--- src/rtl/alu_pkg.sv ---
// Opcode constants, request layout and opcode legality shared by the issue queue and the ALU.
package alu_pkg;

   localparam int DATA_W = 32;
   localparam int OP_W   = 4;

   localparam logic [OP_W-1:0] OP_AND = 4'b0100;
   localparam logic [OP_W-1:0] OP_OR  = 4'b0101;
   localparam logic [OP_W-1:0] OP_XOR = 4'b0110;
   localparam logic [OP_W-1:0] OP_NOR = 4'b0111;
   localparam logic [OP_W-1:0] OP_ADD = 4'b0000;
   localparam logic [OP_W-1:0] OP_SUB = 4'b0010;
   localparam logic [OP_W-1:0] OP_SLT = 4'b1010;

   typedef struct packed {
      logic [DATA_W-1:0] a;
      logic [DATA_W-1:0] b;
      logic [OP_W-1:0]   op;
   } alu_req_t;

   function automatic logic op_legal(input logic [OP_W-1:0] op);
      case (op)
         OP_AND, OP_OR, OP_XOR, OP_NOR, OP_ADD, OP_SUB, OP_SLT: return 1'b1;
         default: return 1'b0;
      endcase
   endfunction

endpackage

--- src/rtl/alu_issue_queue_if.sv ---
// Request, issue and result signals of the ALU issue queue, plus a queue-occupancy debug view.
interface alu_issue_queue_if
   import alu_pkg::*;
#(
   parameter int DEPTH = 4,
   parameter int TAG_W = 3,
   parameter int CNT_W = 8
);
   // Request handshake: a transfer happens on a rising edge where in_valid
   // and in_ready are both 1; the requester keeps in_a/in_b/in_op stable
   // until then, and in_ready never depends on in_valid.
   logic                    in_valid;
   logic                    in_ready;
   logic [DATA_W-1:0]       in_a;
   logic [DATA_W-1:0]       in_b;
   logic [OP_W-1:0]         in_op;
   logic                    alu_stall;
   logic [DATA_W-1:0]       A;
   logic [DATA_W-1:0]       B;
   logic [OP_W-1:0]         Opin;
   logic                    issue_vld;
   logic [TAG_W-1:0]        issue_tag;
   logic                    res_vld;
   logic [TAG_W-1:0]        res_tag;
   logic                    ill_op;
   logic [CNT_W-1:0]        ill_cnt;
   logic [$clog2(DEPTH):0]  q_count;

   modport master (
      output in_valid, in_a, in_b, in_op, alu_stall,
      input  in_ready, A, B, Opin, issue_vld, issue_tag,
             res_vld, res_tag, ill_op, ill_cnt, q_count
   );

   modport slave (
      input  in_valid, in_a, in_b, in_op, alu_stall,
      output in_ready, A, B, Opin, issue_vld, issue_tag,
             res_vld, res_tag, ill_op, ill_cnt, q_count
   );

endinterface

--- src/rtl/alu_req_fifo.sv ---
// Power-of-two request FIFO; push is ignored when full, pop is ignored when empty.
module alu_req_fifo #(
   parameter  int DEPTH = 4,
   parameter  int WIDTH = 68,
   localparam int AW    = $clog2(DEPTH)
) (
   input  logic             clk,
   input  logic             reset,
   input  logic             push,
   input  logic             pop,
   input  logic [WIDTH-1:0] din,
   output logic [WIDTH-1:0] dout,
   output logic             full,
   output logic             empty,
   output logic [AW:0]      count
);

   localparam logic [AW:0]   FULL_CNT = DEPTH[AW:0];
   localparam logic [AW:0]   CNT_ONE  = 1;
   localparam logic [AW-1:0] PTR_ONE  = 1;

   logic [WIDTH-1:0] mem [DEPTH];
   logic [AW-1:0]    wr_ptr;
   logic [AW-1:0]    rd_ptr;
   logic             do_push;
   logic             do_pop;

   assign full    = (count == FULL_CNT);
   assign empty   = (count == '0);
   assign do_push = push && !full;
   assign do_pop  = pop && !empty;
   assign dout    = mem[rd_ptr];

   // Pointers wrap naturally because DEPTH is a power of two.
   always_ff @(posedge clk or posedge reset) begin
      if (reset) begin
         wr_ptr <= '0;
         rd_ptr <= '0;
         count  <= '0;
         for (int i = 0; i < DEPTH; i++) mem[i] <= '0;
      end else begin
         if (do_push) begin
            mem[wr_ptr] <= din;
            wr_ptr      <= wr_ptr + PTR_ONE;
         end
         if (do_pop) rd_ptr <= rd_ptr + PTR_ONE;
         case ({do_push, do_pop})
            2'b10:   count <= count + CNT_ONE;
            2'b01:   count <= count - CNT_ONE;
            default: ;
         endcase
      end
   end

endmodule

--- src/rtl/alu_issue_queue.sv ---
// Issue stage in front of the ALU: filters illegal opcodes, queues requests,
// issues one per clock and carries a tag alongside the ALU latency.
module alu_issue_queue
   import alu_pkg::*;
#(
   parameter int DEPTH   = 4,
   parameter int ALU_LAT = 2,
   parameter int TAG_W   = 3,
   parameter int CNT_W   = 8
) (
   input logic              clk,
   input logic              reset,
   alu_issue_queue_if.slave bus
);

   localparam logic [TAG_W-1:0] TAG_ONE = 1;
   localparam logic [CNT_W-1:0] ILL_ONE = 1;

   alu_req_t               req_in;
   alu_req_t               head;
   logic                   fifo_full;
   logic                   fifo_empty;
   logic [$clog2(DEPTH):0] fifo_count;
   logic                   accept;
   logic                   legal;
   logic                   push;
   logic                   pop;

   logic [DATA_W-1:0]      a_q;
   logic [DATA_W-1:0]      b_q;
   logic [OP_W-1:0]        op_q;
   logic                   issue_vld_q;
   logic [TAG_W-1:0]       issue_tag_q;
   logic [TAG_W-1:0]       tag_cnt;
   logic                   ill_op_q;
   logic [CNT_W-1:0]       ill_cnt_q;
   logic [TAG_W:0]         tag_pipe [ALU_LAT];

   assign req_in = '{a: bus.in_a, b: bus.in_b, op: bus.in_op};
   assign legal  = op_legal(bus.in_op);
   assign accept = bus.in_valid && bus.in_ready;
   assign push   = accept && legal;
   assign pop    = !fifo_empty && !bus.alu_stall;

   alu_req_fifo #(.DEPTH(DEPTH), .WIDTH($bits(alu_req_t))) u_fifo (
      .clk   (clk),
      .reset (reset),
      .push  (push),
      .pop   (pop),
      .din   (req_in),
      .dout  (head),
      .full  (fifo_full),
      .empty (fifo_empty),
      .count (fifo_count)
   );

   // Ready comes from the registered count only, so a pop never frees a slot in the same cycle.
   assign bus.in_ready  = !reset && !fifo_full;
   assign bus.q_count   = fifo_count;
   assign bus.A         = a_q;
   assign bus.B         = b_q;
   assign bus.Opin      = op_q;
   assign bus.issue_vld = issue_vld_q;
   assign bus.issue_tag = issue_tag_q;
   assign bus.res_vld   = tag_pipe[ALU_LAT-1][TAG_W];
   assign bus.res_tag   = tag_pipe[ALU_LAT-1][TAG_W-1:0];
   assign bus.ill_op    = ill_op_q;
   assign bus.ill_cnt   = ill_cnt_q;

   always_ff @(posedge clk or posedge reset) begin
      if (reset) begin
         a_q         <= '0;
         b_q         <= '0;
         op_q        <= '0;
         issue_vld_q <= 1'b0;
         issue_tag_q <= '0;
         tag_cnt     <= '0;
      end else if (pop) begin
         a_q         <= head.a;
         b_q         <= head.b;
         op_q        <= head.op;
         issue_vld_q <= 1'b1;
         issue_tag_q <= tag_cnt;
         tag_cnt     <= tag_cnt + TAG_ONE;
      end else begin
         issue_vld_q <= 1'b0;
      end
   end

   // Last stage lines up with the ALU result register.
   always_ff @(posedge clk or posedge reset) begin
      if (reset) begin
         for (int i = 0; i < ALU_LAT; i++) tag_pipe[i] <= '0;
      end else begin
         tag_pipe[0] <= {issue_vld_q, issue_tag_q};
         for (int i = 1; i < ALU_LAT; i++) tag_pipe[i] <= tag_pipe[i-1];
      end
   end

   always_ff @(posedge clk or posedge reset) begin
      if (reset) begin
         ill_op_q  <= 1'b0;
         ill_cnt_q <= '0;
      end else begin
         ill_op_q <= accept && !legal;
         if (accept && !legal && ill_cnt_q != '1) ill_cnt_q <= ill_cnt_q + ILL_ONE;
      end
   end

endmodule

--- src/flat_wrapper.sv ---
// flat-port wrapper written by rule: the top's interface ports become plain ports
module alu_issue_queue_flat import alu_pkg::*;
#(
   parameter int DEPTH   = 4,
   parameter int ALU_LAT = 2,
   parameter int TAG_W   = 3,
   parameter int CNT_W   = 8
)
  (clk, reset, bus_in_valid, bus_in_a, bus_in_b, bus_in_op, bus_alu_stall, bus_in_ready, bus_A, bus_B, bus_Opin, bus_issue_vld, bus_issue_tag, bus_res_vld, bus_res_tag, bus_ill_op, bus_ill_cnt, bus_q_count);
  alu_issue_queue_if #(.DEPTH(DEPTH), .TAG_W(TAG_W), .CNT_W(CNT_W)) bus_i ();
  input logic clk;
  input logic reset;
  input wire logic [$bits(bus_i.in_valid)-1:0] bus_in_valid;
  input wire logic [$bits(bus_i.in_a)-1:0] bus_in_a;
  input wire logic [$bits(bus_i.in_b)-1:0] bus_in_b;
  input wire logic [$bits(bus_i.in_op)-1:0] bus_in_op;
  input wire logic [$bits(bus_i.alu_stall)-1:0] bus_alu_stall;
  output wire logic [$bits(bus_i.in_ready)-1:0] bus_in_ready;
  output wire logic [$bits(bus_i.A)-1:0] bus_A;
  output wire logic [$bits(bus_i.B)-1:0] bus_B;
  output wire logic [$bits(bus_i.Opin)-1:0] bus_Opin;
  output wire logic [$bits(bus_i.issue_vld)-1:0] bus_issue_vld;
  output wire logic [$bits(bus_i.issue_tag)-1:0] bus_issue_tag;
  output wire logic [$bits(bus_i.res_vld)-1:0] bus_res_vld;
  output wire logic [$bits(bus_i.res_tag)-1:0] bus_res_tag;
  output wire logic [$bits(bus_i.ill_op)-1:0] bus_ill_op;
  output wire logic [$bits(bus_i.ill_cnt)-1:0] bus_ill_cnt;
  output wire logic [$bits(bus_i.q_count)-1:0] bus_q_count;
  assign bus_i.in_valid = bus_in_valid;
  assign bus_i.in_a = bus_in_a;
  assign bus_i.in_b = bus_in_b;
  assign bus_i.in_op = bus_in_op;
  assign bus_i.alu_stall = bus_alu_stall;
  assign bus_in_ready = bus_i.in_ready;
  assign bus_A = bus_i.A;
  assign bus_B = bus_i.B;
  assign bus_Opin = bus_i.Opin;
  assign bus_issue_vld = bus_i.issue_vld;
  assign bus_issue_tag = bus_i.issue_tag;
  assign bus_res_vld = bus_i.res_vld;
  assign bus_res_tag = bus_i.res_tag;
  assign bus_ill_op = bus_i.ill_op;
  assign bus_ill_cnt = bus_i.ill_cnt;
  assign bus_q_count = bus_i.q_count;
  alu_issue_queue #(.DEPTH(DEPTH), .ALU_LAT(ALU_LAT), .TAG_W(TAG_W), .CNT_W(CNT_W)) u_core (.clk(clk), .reset(reset), .bus(bus_i));
endmodule
--- config.mk ---
export PLATFORM = sky130hd
export DESIGN_NAME = alu_issue_queue_flat
export DESIGN_NICKNAME = d
export VERILOG_FILES = /design/src/rtl/alu_pkg.sv /design/src/rtl/alu_issue_queue_if.sv /design/src/rtl/alu_req_fifo.sv /design/src/rtl/alu_issue_queue.sv /design/src/flat_wrapper.sv
export SDC_FILE = /design/constraint.sdc
export NUM_CORES = 1
export LEC_CHECK = 0
export ABC_AREA = 1
export ABC_CLOCK_PERIOD_IN_PS = 37800
export CORE_AREA = 10 10 215 217
export CTS_BUF_LIST = sky130_fd_sc_hd__clkbuf_4 sky130_fd_sc_hd__clkbuf_8
export DETAILED_ROUTE_END_ITERATION = 8
export DIE_AREA = 0 0 225 227
export PLACE_DENSITY = 0.59
export REMOVE_ABC_BUFFERS = 1
export SYNTH_ARGS = -nofsm -noshare
export SYNTH_HDL_FRONTEND = slang
export SYNTH_SLANG_ARGS = --single-unit
--- constraint.sdc ---
create_clock -name clk -period 37.8 [get_ports clk]
set_clock_uncertainty 0.1 [all_clocks]
set_input_delay 7.56 -clock clk [delete_from_list [all_inputs] [get_ports clk]]
set_output_delay 7.56 -clock clk [all_outputs]
set_load 0.02 [all_outputs]
; Yosys cells after proc, flatten, opt, wreduce, memory -nomap -nowiden
; Cells that the tools add are included.
[word_totals]
mem_count = 0
rom_bits = 0
ram_bits = 0
latch_bits = 0
inputBits = 72
regBits = 371
[op_classes]
n_mul = 0
reduce_logical = 18
bitwise = 2
addsub = 6
n_lt_le_gt_ge = 3
eq_ne = 10
shift = 0
n_mux = 9
div_mod_pow = 0
[ops]
columns = cell, count
row1 = 272-bit bitwise mux, 1
row2 = 68-bit two-way mux, 3
row3 = 68-bit binary-select mux with 2-bit select, 1
row4 = 68-bit demux with 2-bit select, 1
row5 = 4-bit by 3-bit == test with 1-bit output (second input constant), 4
row6 = 1-bit logical AND, 9
row7 = 8-bit by 1-bit adder with 8-bit output (second input constant), 1
row8 = 8-bit != test (second input constant), 1
row9 = 7-bit OR reduction, 1
row10 = 3-bit by 1-bit adder with 3-bit output (second input constant), 2
row11 = 3-bit greater-or-equal comparator (second input constant), 2
row12 = 2-bit inverter with 3-bit output, 2
row13 = 3-bit one-hot mux with 2 select lines, 1
row14 = 1-bit logical NOT, 5
row15 = 2-bit by 1-bit adder with 2-bit output (second input constant), 2
row16 = 4-bit by 2-bit == test with 1-bit output (second input constant), 1
row17 = 4-bit == test (second input constant), 1
row18 = 4-bit logical NOT, 1
row19 = 3-bit == test (second input constant), 1
row20 = 3-bit logical NOT, 1
row21 = 3-bit by 1-bit less-than comparator with 1-bit output (second input constant), 1
row22 = 3-bit by 1-bit subtractor with 3-bit output (second input constant), 1
row23 = 2-bit by 1-bit == test with 1-bit output (second input constant), 1
row24 = 2-bit == test (second input constant), 1
row25 = other kinds (2), 3

; Longest topological paths before layout
; Gate-level depths: netlist of run 1.
[depth]
ltp_word = 8
ltp_mapped = 13
mapped_depth_nobuf = 12

; Cells and area by module
; Synthesis of run 1 repeated with hierarchy kept, for this count alone.
[unflattened]
hier_cells = 2126
area_unflattened_um2 = 17320.4
[by_module_without_submodules]
columns = module, cells_each, seq_area_each_um2, area_each_um2, instances
row1 = alu_req_fifo, 1722, 6981.7, 13715.7, 1
row2 = alu_issue_queue, 404, 2302.2, 3604.7, 1

; Worst setup path after synthesis of run 1
; Ideal clock, no wire load.
[synth_timing]
path_kind = input-to-output
startpoint = in reset
endpoint = out bus_in_ready
setup_slack_ps = 14048
path_buffers = 0
required_ps = 30140
t_arrival_ps = 16092
path_stages = 3
cell_sequence = inv_1 nand2_1 inv_1
[synth_via]
elab_chain_len = 2
[synth_lines]
columns = item, line_no
row1 = "start, declared", flat_wrapper.sv:12  ; input logic reset;
row2 = 1-bit logical NOT, alu_issue_queue.sv:58  ; assign bus.in_ready = !reset && !fifo_full;
row3 = 1-bit logical AND, alu_issue_queue.sv:58
row4 = "end, declared", flat_wrapper.sv:18  ; output wire logic [$bits(bus_i.in_ready)-1:0] bus_in_ready;
; Every way passes these cells.

; Worst setup path after layout of run 1
; Ends and elaborated chain as after synthesis.

==> flow_summary.toml, run 1 <==
[status]
status = "finished, final reports clean"

[synth]
syn_area_per_cell_um2 = 8.244
synthTopCellsByCount = "795 x nand2_1, 371 x dfrtp_1, 285 x nand3_1"
synth.most_common_cell = "nand2_1"
synth.cell_area_um2 = 16580
yosysSeqAreaShare = 0.5600
netlist.area_leader.share = 0.5600
yosys.area.top_type = "dfrtp_1"
synth_warnings = 0
synthTopCellsByArea = "dfrtp_1 56%, nand2_1 18%, nand3_1 8.6%, o21ai_0 3.8%, nor2_1 3.3%"
synthCells = 2011
synth_seq_cells = 371
synth-main-ff-cell = "dfrtp_1"
synth_async_sr_flop_share = 1.000
synth_cell_types = 26
synth_edf_count = 0

[route]
dr.pass1.iters = 7
drtIter0Drc = 1383
num_vias = 14050
drc = 0
vias_per_cell = 5.237
avgRoutedWirePerCell_um = 18.43
wl_mm = 49.45
detail-route-antenna-nets = 0

[worst_setup_path]
path_common_cell = "clkdlybuf4s50_1"
path_class = "in -> out"
worstPathRequired_ns = 30.14
r2r-start = "u_core.u_fifo.count[0]"
end_kind = "primary output"
crit_arrival_ns = 9.38
cpPeakStageDelay_ns = 0.61
cp_cell_sequence = "clkdlybuf4s50_1, inv_8, nand2_1, inv_1, clkdlybuf4s50_1"
cp_max_fo = 77
start_kind = "input port"
cp_num_buf_inv = 4
r2r_slack_ns = 34.01
r2r_end = "u_core.u_fifo.mem[260]"
crit_family = "buffers and inverters"
reg2regPathDepth = 8
crit_slowest_cell = "clkdlybuf4s50_1"

[floorplan]
std_cell_rows = 75
dieArea_um2 = 51080
coreArea_um2 = 41760
die_y_um = 227
fp.dieW_um = 225
initial_core_util = 0.3970
io_pins = 161

[grt]
grt_pass1_vias = 14130
antenna_found_initial = 6
grt_pass1_wl_mm = 79.60
grt_max_degree = 197
gr-total-overflow = 0
groute.usage.overall = 0.1956

[finish]
layout-drive-gt1-share = 0.06720
finalNetCount = 2182
regArea_um2 = 9289
final_util = 0.4701
instances_no_fill = 2683
multi_input_area_um2 = 6439
fillCellCount = 4080
syn2layout_area_growth_pct = 18.40

[sta]
fin_ws_ns = 20.76
slew_viol_final = 0
finalCritPeriodShare = 0.4507
worst_pin_slew_ns = 1.155
fin_tns_setup_ns = 0
setup_viol = 0
rsz0062_at_grt = "no"
fmax_ghz = 0.05869
maxSlewHeadroom = 0.2300
finalCriticalPeriod_ns = 17.04
hold_violations = 0

[worst_hold_path]
hold_class = "reg -> reg"
holdPathEnd = "u_core.bus.res_tag[1]"
min-delay-start = "u_core.tag_pipe[5]"
hold_depth = 0

[clocking]
hold_buffers = 0
post_cts_buffers = 0
clock-sinks = 371
cts-htree-levels = 3
cts_buffers = 67
cts-root-buf = "clkbuf_8"
clockBufferDepth = 3
cts_resized = 0
cts.clk_slew.worst_paths_ns = 0.05
cts_tree = "done"
worstSkewPairLatency_ns = 0.60

[power]
ir_drop_mv = 0.05439
leakagePower_nw = 9.912
total_power_mw = 1.714
power.density_nw_per_um2 = 87.33

[placed_design]
hpwlAfterDp_mm = 24.88
gp_congestion = 0.7512
port_buffers = 160
post-place-ws_ns = 20.72
placed_cells = 2572

[flow_run]
cap_viol_max_count = 0
-- metrics by stage --
| stage | area, um^2 | hold slack, ns |
|---|---|---|
| after detailed placement | 18230 | 0.2347 |
| final | 19630 | 0.2462 |
| after global routing | 19630 | 0.2592 |
| after CTS | 19630 | 0.2467 |
| after floorplan | 15750 | 0.2312 |
| after global placement | 18230 | 0.2328 |
-- cell type report --
cell class              instances  area share
diodes                          1   0.0001275
clock buffers                 105     0.06724
clock inverters                 5    0.003952
inverters                      24    0.005163
multi-input cells            1463      0.3280
flip-flops and latches        371      0.4732
well taps                     539     0.03436
repair buffers                175     0.08796
-- report_power, final --
part | total (mW) | switching, mW | internal, mW
clock network | 0.398 | 0.165 | 0.233
registers | 0.674 | 0.104 | 0.569
logic | 0.643 | 0.416 | 0.227
-- layer usage --
layer,wire [um],GRT usage,vias to the layer above
met3,3925,0.04658,78
met5,61,0,-
met4,786,0.05966,10
met2,23080,0.3158,456
met1,21600,0.2563,6822
li1,-,-,6686
-- cell families (layout without fill, tap and decap cells) --
family	Yosys count	in the layout	share of synthesized area
adder cells (fa/ha/maj)	8	8	0.006490
buffers and inverters	177	309	0.05547
flip-flops	371	371	0.5600
other	0	1	0
XOR/XNOR	9	9	0.004754
AND/OR/NAND/NOR	1235	1235	0.3045
AO/OA/AOI/OAI	211	211	0.06883
-- registers in the layout (all words and copies together), names as in the netlist, 3 cells and up --
register and cells:
u_core.tag_pipe 4, u_core.bus.Opin 4, u_core.bus.A 32, u_core.u_fifo.mem 272, u_core.tag_cnt 3, u_core.u_fifo.count 3
u_core.bus.res_tag 3, u_core.bus.issue_tag 3, u_core.bus.ill_cnt 8, u_core.bus.B 32
-- how the worst max path moves through the flow --
stage               startpoint           end  slack [ns]  cells past startpoint
floorplan                reset  bus_in_ready       14.05                      3
global placement         reset  bus_in_ready       20.71                      5
detailed placement       reset  bus_in_ready       20.72                      5
CTS                      reset  bus_in_ready       20.71                      5
global route             reset  bus_in_ready       20.58                      5
finish                   reset  bus_in_ready       20.76                      5
-- cell usage in the layout, fill, tap and decap left out, types with 19 or more instances in the layout --
cell / n
o22ai_1: 68
clkbuf_4: 20
nand3_1: 285
dfrtp_1: 369
clkbuf_8: 85
nor2_1: 146
o21ai_0: 127
nand2_1: 794
clkdlybuf4s50_1: 160
inv_1: 19
No activity file was read; power rests on OpenSTA's default activity.
==> run 2, diff against run 1 <==
Settings changed: ABC_CLOCK_PERIOD_IN_PS 37800 to 17200.
Clock period 37.8 ns to 17.2 ns, I/O delays scaled along.
==> run 2 against run 1 <==
Against the previous run:
- clock power is 120% higher
- total power up 120%
- final area hardly changed
- setup slack got worse by 12 ns
- utilization hardly changed
- critical path depth unchanged
- clock-buffer cell count increased by 7
- non-clock buffer count unchanged
- sequential cell count is the same
- register-to-register slack worse by 21 ns
- cell count rose by 0.34%
==> flow_summary.toml, run 2 (synthesis results as in run 1) <==
[grt]
grt_max_degree = 197
groute.usage.overall = 0.1963
grt_pass1_vias = 14320
antenna_found_initial = 6
grt_pass1_wl_mm = 79.85
gr-total-overflow = 0

[sta]
finalCritPeriodShare = 0.5034
fmax_ghz = 0.1155
hold_violations = 0
setup_viol = 0
maxSlewHeadroom = 0.2503
rsz0062_at_grt = "no"
slew_viol_final = 0
fin_tns_setup_ns = 0
finalCriticalPeriod_ns = 8.659
worst_pin_slew_ns = 1.125

[route]
detail-route-antenna-nets = 0
drc = 0
num_vias = 14220
vias_per_cell = 5.284
wl_mm = 49.65
drtIter0Drc = 1232
avgRoutedWirePerCell_um = 18.45
dr.pass1.iters = 5

[floorplan]
dieArea_um2 = 51080
initial_core_util = 0.3970
coreArea_um2 = 41760
std_cell_rows = 75
io_pins = 161
fp.dieW_um = 225
die_y_um = 227

[flow_run]
cap_viol_max_count = 0

[placed_design]
hpwlAfterDp_mm = 24.85
port_buffers = 160
placed_cell_area_um2 = 18230
gp_congestion = 0.7627

[finish]
final_area_um2 = 19640
layout-drive-gt1-share = 0.07110
final_util = 0.4704
final_common_cell = "nand2_1"
finalNetCount = 2182
most-common-layout-cells = "794 x nand2_1, 369 x dfrtp_1, 285 x nand3_1"
largest-register = "u_core.u_fifo.mem"
largest_reg_flops = 272
syn2layout_area_growth_pct = 18.47

[clocking]
cts_tree = "done"
clock-sinks = 371
clockBufferDepth = 3
post_cts_buffers = 0
worstSkewPairLatency_ns = 0.63
cts.clk_slew.worst_paths_ns = 0.05
cts-root-buf = "clkbuf_8"
cts-htree-levels = 3
cts_resized = 0
hold_buffers = 0
cts_buffers = 67

[worst_setup_path]
path_class = "in -> out"
cp_max_fo = 55
crit_arrival_ns = 5.12
end_kind = "primary output"
start_kind = "input port"
worstPathRequired_ns = 13.66

[worst_hold_path]
hold_class = "reg -> reg"

[power]
power.density_nw_per_um2 = 191.6
leakagePower_nw = 9.920
ir_drop_mv = 0.1075

[status]
status = "finished, final reports clean"
[run 2: stage by stage]
| step | setup WS (ns) | instances | hold WS (ns) | power, mW |
|---|---|---|---|---|
| after floorplan | 1.132 | 1858 | 0.2312 | 2.325 |
| after detailed placement | 8.514 | 2572 | 0.2356 | 2.917 |
| after global placement | 8.499 | 2572 | 0.2341 | 2.884 |
| after CTS | 8.500 | 2691 | 0.2416 | 3.804 |
| final | 8.541 | 2692 | 0.2421 | 3.764 |
| after global routing | 8.385 | 2691 | 0.2502 | 4.054 |
[run 2: worst paths after layout]
check / from / endpoint / slack (ns) / depth (start not counted)
max in group asynchronous: reset / u_core.u_fifo.rd_ptr[0] / 10.78 / 5
setup / recovery: reset / bus_in_ready / 8.54 / 5
min in group asynchronous: reset / u_core.u_fifo.mem[25] / 3.14 / 2
hold reg to reg: u_core.tag_pipe[4] / u_core.bus.res_tag[0] / 0.24 / 0
setup reg to reg: u_core.u_fifo.count[0] / u_core.u_fifo.mem[266] / 13.38 / 8
hold / removal: u_core.tag_pipe[4] / u_core.bus.res_tag[0] / 0.24 / 0
[run 2: final cells by class]
class / count / area, um^2
Sequential cell: 371 / 9289
Tap cell: 539 / 674.4
Inverter: 24 / 101.3
Clock buffer: 112 / 1360
Antenna cell: 1 / 2.502
Multi-Input combinational cell: 1463 / 6439
Fill cell: 4088 / 22120
Clock inverter: 7 / 50.05
Timing Repair Buffer: 175 / 1727
[run 2: routing by layer]
| metal | track usage | wire length [um] | vias to the layer above |
|---|---|---|---|
| met5 | 0 | 65 | - |
| met1 | 0.2540 | 21690 | 6985 |
| li1 | - | - | 6694 |
| met3 | 0.04993 | 3950 | 73 |
| met2 | 0.3180 | 23170 | 462 |
| met4 | 0.06098 | 775 | 10 |
[run 2: power breakdown]
part / total, mW / internal [mW] / leakage, nW / switching (mW)
clock: 0.867 / 0.498 / 0.748 / 0.370
sequential: 1.48 / 1.25 / 4.72 / 0.224
combinational: 1.42 / 0.498 / 4.45 / 0.923
total: 3.76 / 2.25 / 9.92 / 1.52
[run 2: worst max-delay path: stages]
cell             delay, ns
clkdlybuf4s50_1       0.49
inv_8                 0.35
nand2_1               0.14
inv_1                 0.08
clkdlybuf4s50_1       0.60
==> run 3, diff against run 2 <==
Settings changed: ABC_CLOCK_PERIOD_IN_PS 17200 to 9000.
Clock period 17.2 ns to 9 ns, I/O delays scaled along.
==> run 3 against run 2 <==
Against the previous run:
- cell count down 0.19%
- final area shrank 0.22%
- die area unchanged
- setup slack worse by 4.8 ns
- global-route usage about the same
- worst hold slack better by 0.00097 ns
- register-to-register slack got worse by 7.7 ns
- clock-buffer cell count shrank 8
- first-iteration DRC count up 14%
- sequential cell count is the same
- utilization down 0.10 points
- highest routed layer unchanged
==> flow_summary.toml, run 3 (synthesis results as in run 1) <==
[route]
vias_per_cell = 5.297
drc = 0
detail-route-antenna-nets = 0
dr.pass1.iters = 8
avgRoutedWirePerCell_um = 18.61
wl_mm = 50.01
num_vias = 14230
drtIter0Drc = 1407

[worst_hold_path]
min-delay-start = "u_core.tag_pipe[4]"
hold_class = "reg -> reg"
hold_depth = 0
holdPathEnd = "u_core.bus.res_tag[0]"

[clocking]
worstSkewPairLatency_ns = 0.61
clockBufferDepth = 3
cts-root-buf = "clkbuf_8"
clock-sinks = 371
cts_tree = "done"
cts-htree-levels = 3
post_cts_buffers = 0
cts_resized = 0
cts_buffers = 67
cts.clk_slew.worst_paths_ns = 0.05
hold_buffers = 0

[worst_setup_path]
cp_max_fo = 46
r2r_slack_ns = 5.67
end_kind = "primary output"
reg2regPathDepth = 10
path_class = "in -> out"
r2r-start = "u_core.u_fifo.count[0]"
r2r_end = "u_core.u_fifo.count[1]"
worstPathRequired_ns = 7.10
crit_arrival_ns = 3.41
start_kind = "input port"

[finish]
finalNetCount = 2185
largest_reg_flops = 272
layout-drive-gt1-share = 0.06893
fillCellCount = 4076
final_common_cell = "nand2_1"
final_area_um2 = 19600
largest-register = "u_core.u_fifo.mem"
multi_input_area_um2 = 6439
instances_no_fill = 2687
regArea_um2 = 9289
most-common-layout-cells = "794 x nand2_1, 369 x dfrtp_1, 285 x nand3_1"
syn2layout_area_growth_pct = 18.21

[power]
internal_power_mw = 4.262
p_switching_mw = 2.904
ir_drop_mv = 0.1696
leakagePower_nw = 9.898
clkPwrFrac = 0.226
power.density_nw_per_um2 = 365.7
p_seq_frac = 0.395
combPwrFrac = 0.380
sw_frac_of_total = 0.4052

[placed_design]
hpwlAfterDp_mm = 25.94
gp_congestion = 0.7576
placed_cells = 2575
port_buffers = 160
placed_cell_area_um2 = 18240
post-place-ws_ns = 3.517

[grt]
groute.usage.overall = 0.1965
gr-usage-met2 = 0.3104
grt_use_met1 = 0.2638
antenna_found_initial = 6
grt_pass1_vias = 14240
grt_max_degree = 90
busiest_layer = "met2"
gr-total-overflow = 0
gr-usage-met3 = 0.04723
grt_pass1_wl_mm = 80.23

[sta]
maxSlewHeadroom = 0.2684
slew_viol_final = 0
worst_pin_slew_ns = 1.097
fin_ws_ns = 3.691
rsz0062_at_grt = "no"
finalCritPeriodShare = 0.5898
fmax_ghz = 0.1884
hold_slack_ns = 0.2431
finalCriticalPeriod_ns = 5.309
fin_tns_setup_ns = 0
hold_violations = 0
setup_viol = 0

[flow_run]
cap_viol_max_count = 0

[floorplan]
die_y_um = 227
fp.dieW_um = 225
std_cell_rows = 75
io_pins = 161
dieArea_um2 = 51080
initial_core_util = 0.3970
coreArea_um2 = 41760

[status]
status = "finished, final reports clean"
run 3: cell types whose count changed in the layout (fill, tap and decap cells not counted):
cell	change
clkbuf_4	-9
buf_4	+4
buf_12	-1
clkbuf_8	+1
run 3: worst max-delay path by stage:
stage / start / endpoint / slack, ns / cells after the start
2_1_floorplan: reset / u_core.u_fifo.mem[204] / -5.43 / 6
3_3_place_gp: reset / u_core.u_fifo.count[1] / 3.54 / 10
3_5_place_dp: reset / u_core.u_fifo.count[1] / 3.52 / 10
4_1_cts: reset / bus_in_ready / 3.65 / 5
5_1_grt: reset / bus_in_ready / 3.59 / 5
6_report: reset / bus_in_ready / 3.69 / 5
run 3: routing by layer:
layer / vias to the layer above / share of wire
met2: 463 / 0.46
met5: - / 0.0010
met4: 8 / 0.015
li1: 6701 / -
met1: 6983 / 0.44
met3: 77 / 0.080
run 3: area by class of cell:
class	instances	share of cell area
Sequential cell	371	0.4740
Multi-Input combinational cell	1463	0.3285
Timing Repair Buffer	178	0.08861
Clock buffer	104	0.06665
Tap cell	539	0.03441
Inverter	24	0.005171
Clock inverter	7	0.002554
Antenna cell	1	0.0001277
run 3: critical path, cell delays in order:
cell,delay (ns)
clkdlybuf4s50_1,0.49
inv_8,0.31
nand2_1,0.12
inv_1,0.07
clkdlybuf4s50_1,0.60
run 3: per-stage QoR:
step	utilization	total power [mW]
2_1_floorplan	-	4.443
3_3_place_gp	0.4368	5.524
3_5_place_dp	0.4368	5.578
4_1_cts	0.4693	7.226
5_1_grt	0.4693	7.711
6_report	0.4693	7.166
run 3: power groups by stage:
| stage | Clock (mW) | Sequential (mW) | Combinational (mW) |
|---|---|---|---|
| finish | 1.62 | 2.83 | 2.72 |
| global route | 1.74 | 2.92 | 3.06 |
| CTS | 1.66 | 2.82 | 2.75 |
| detailed placement | 0 | 2.84 | 2.74 |
| global placement | 0 | 2.82 | 2.70 |
| floorplan | 0 | 2.98 | 1.46 |
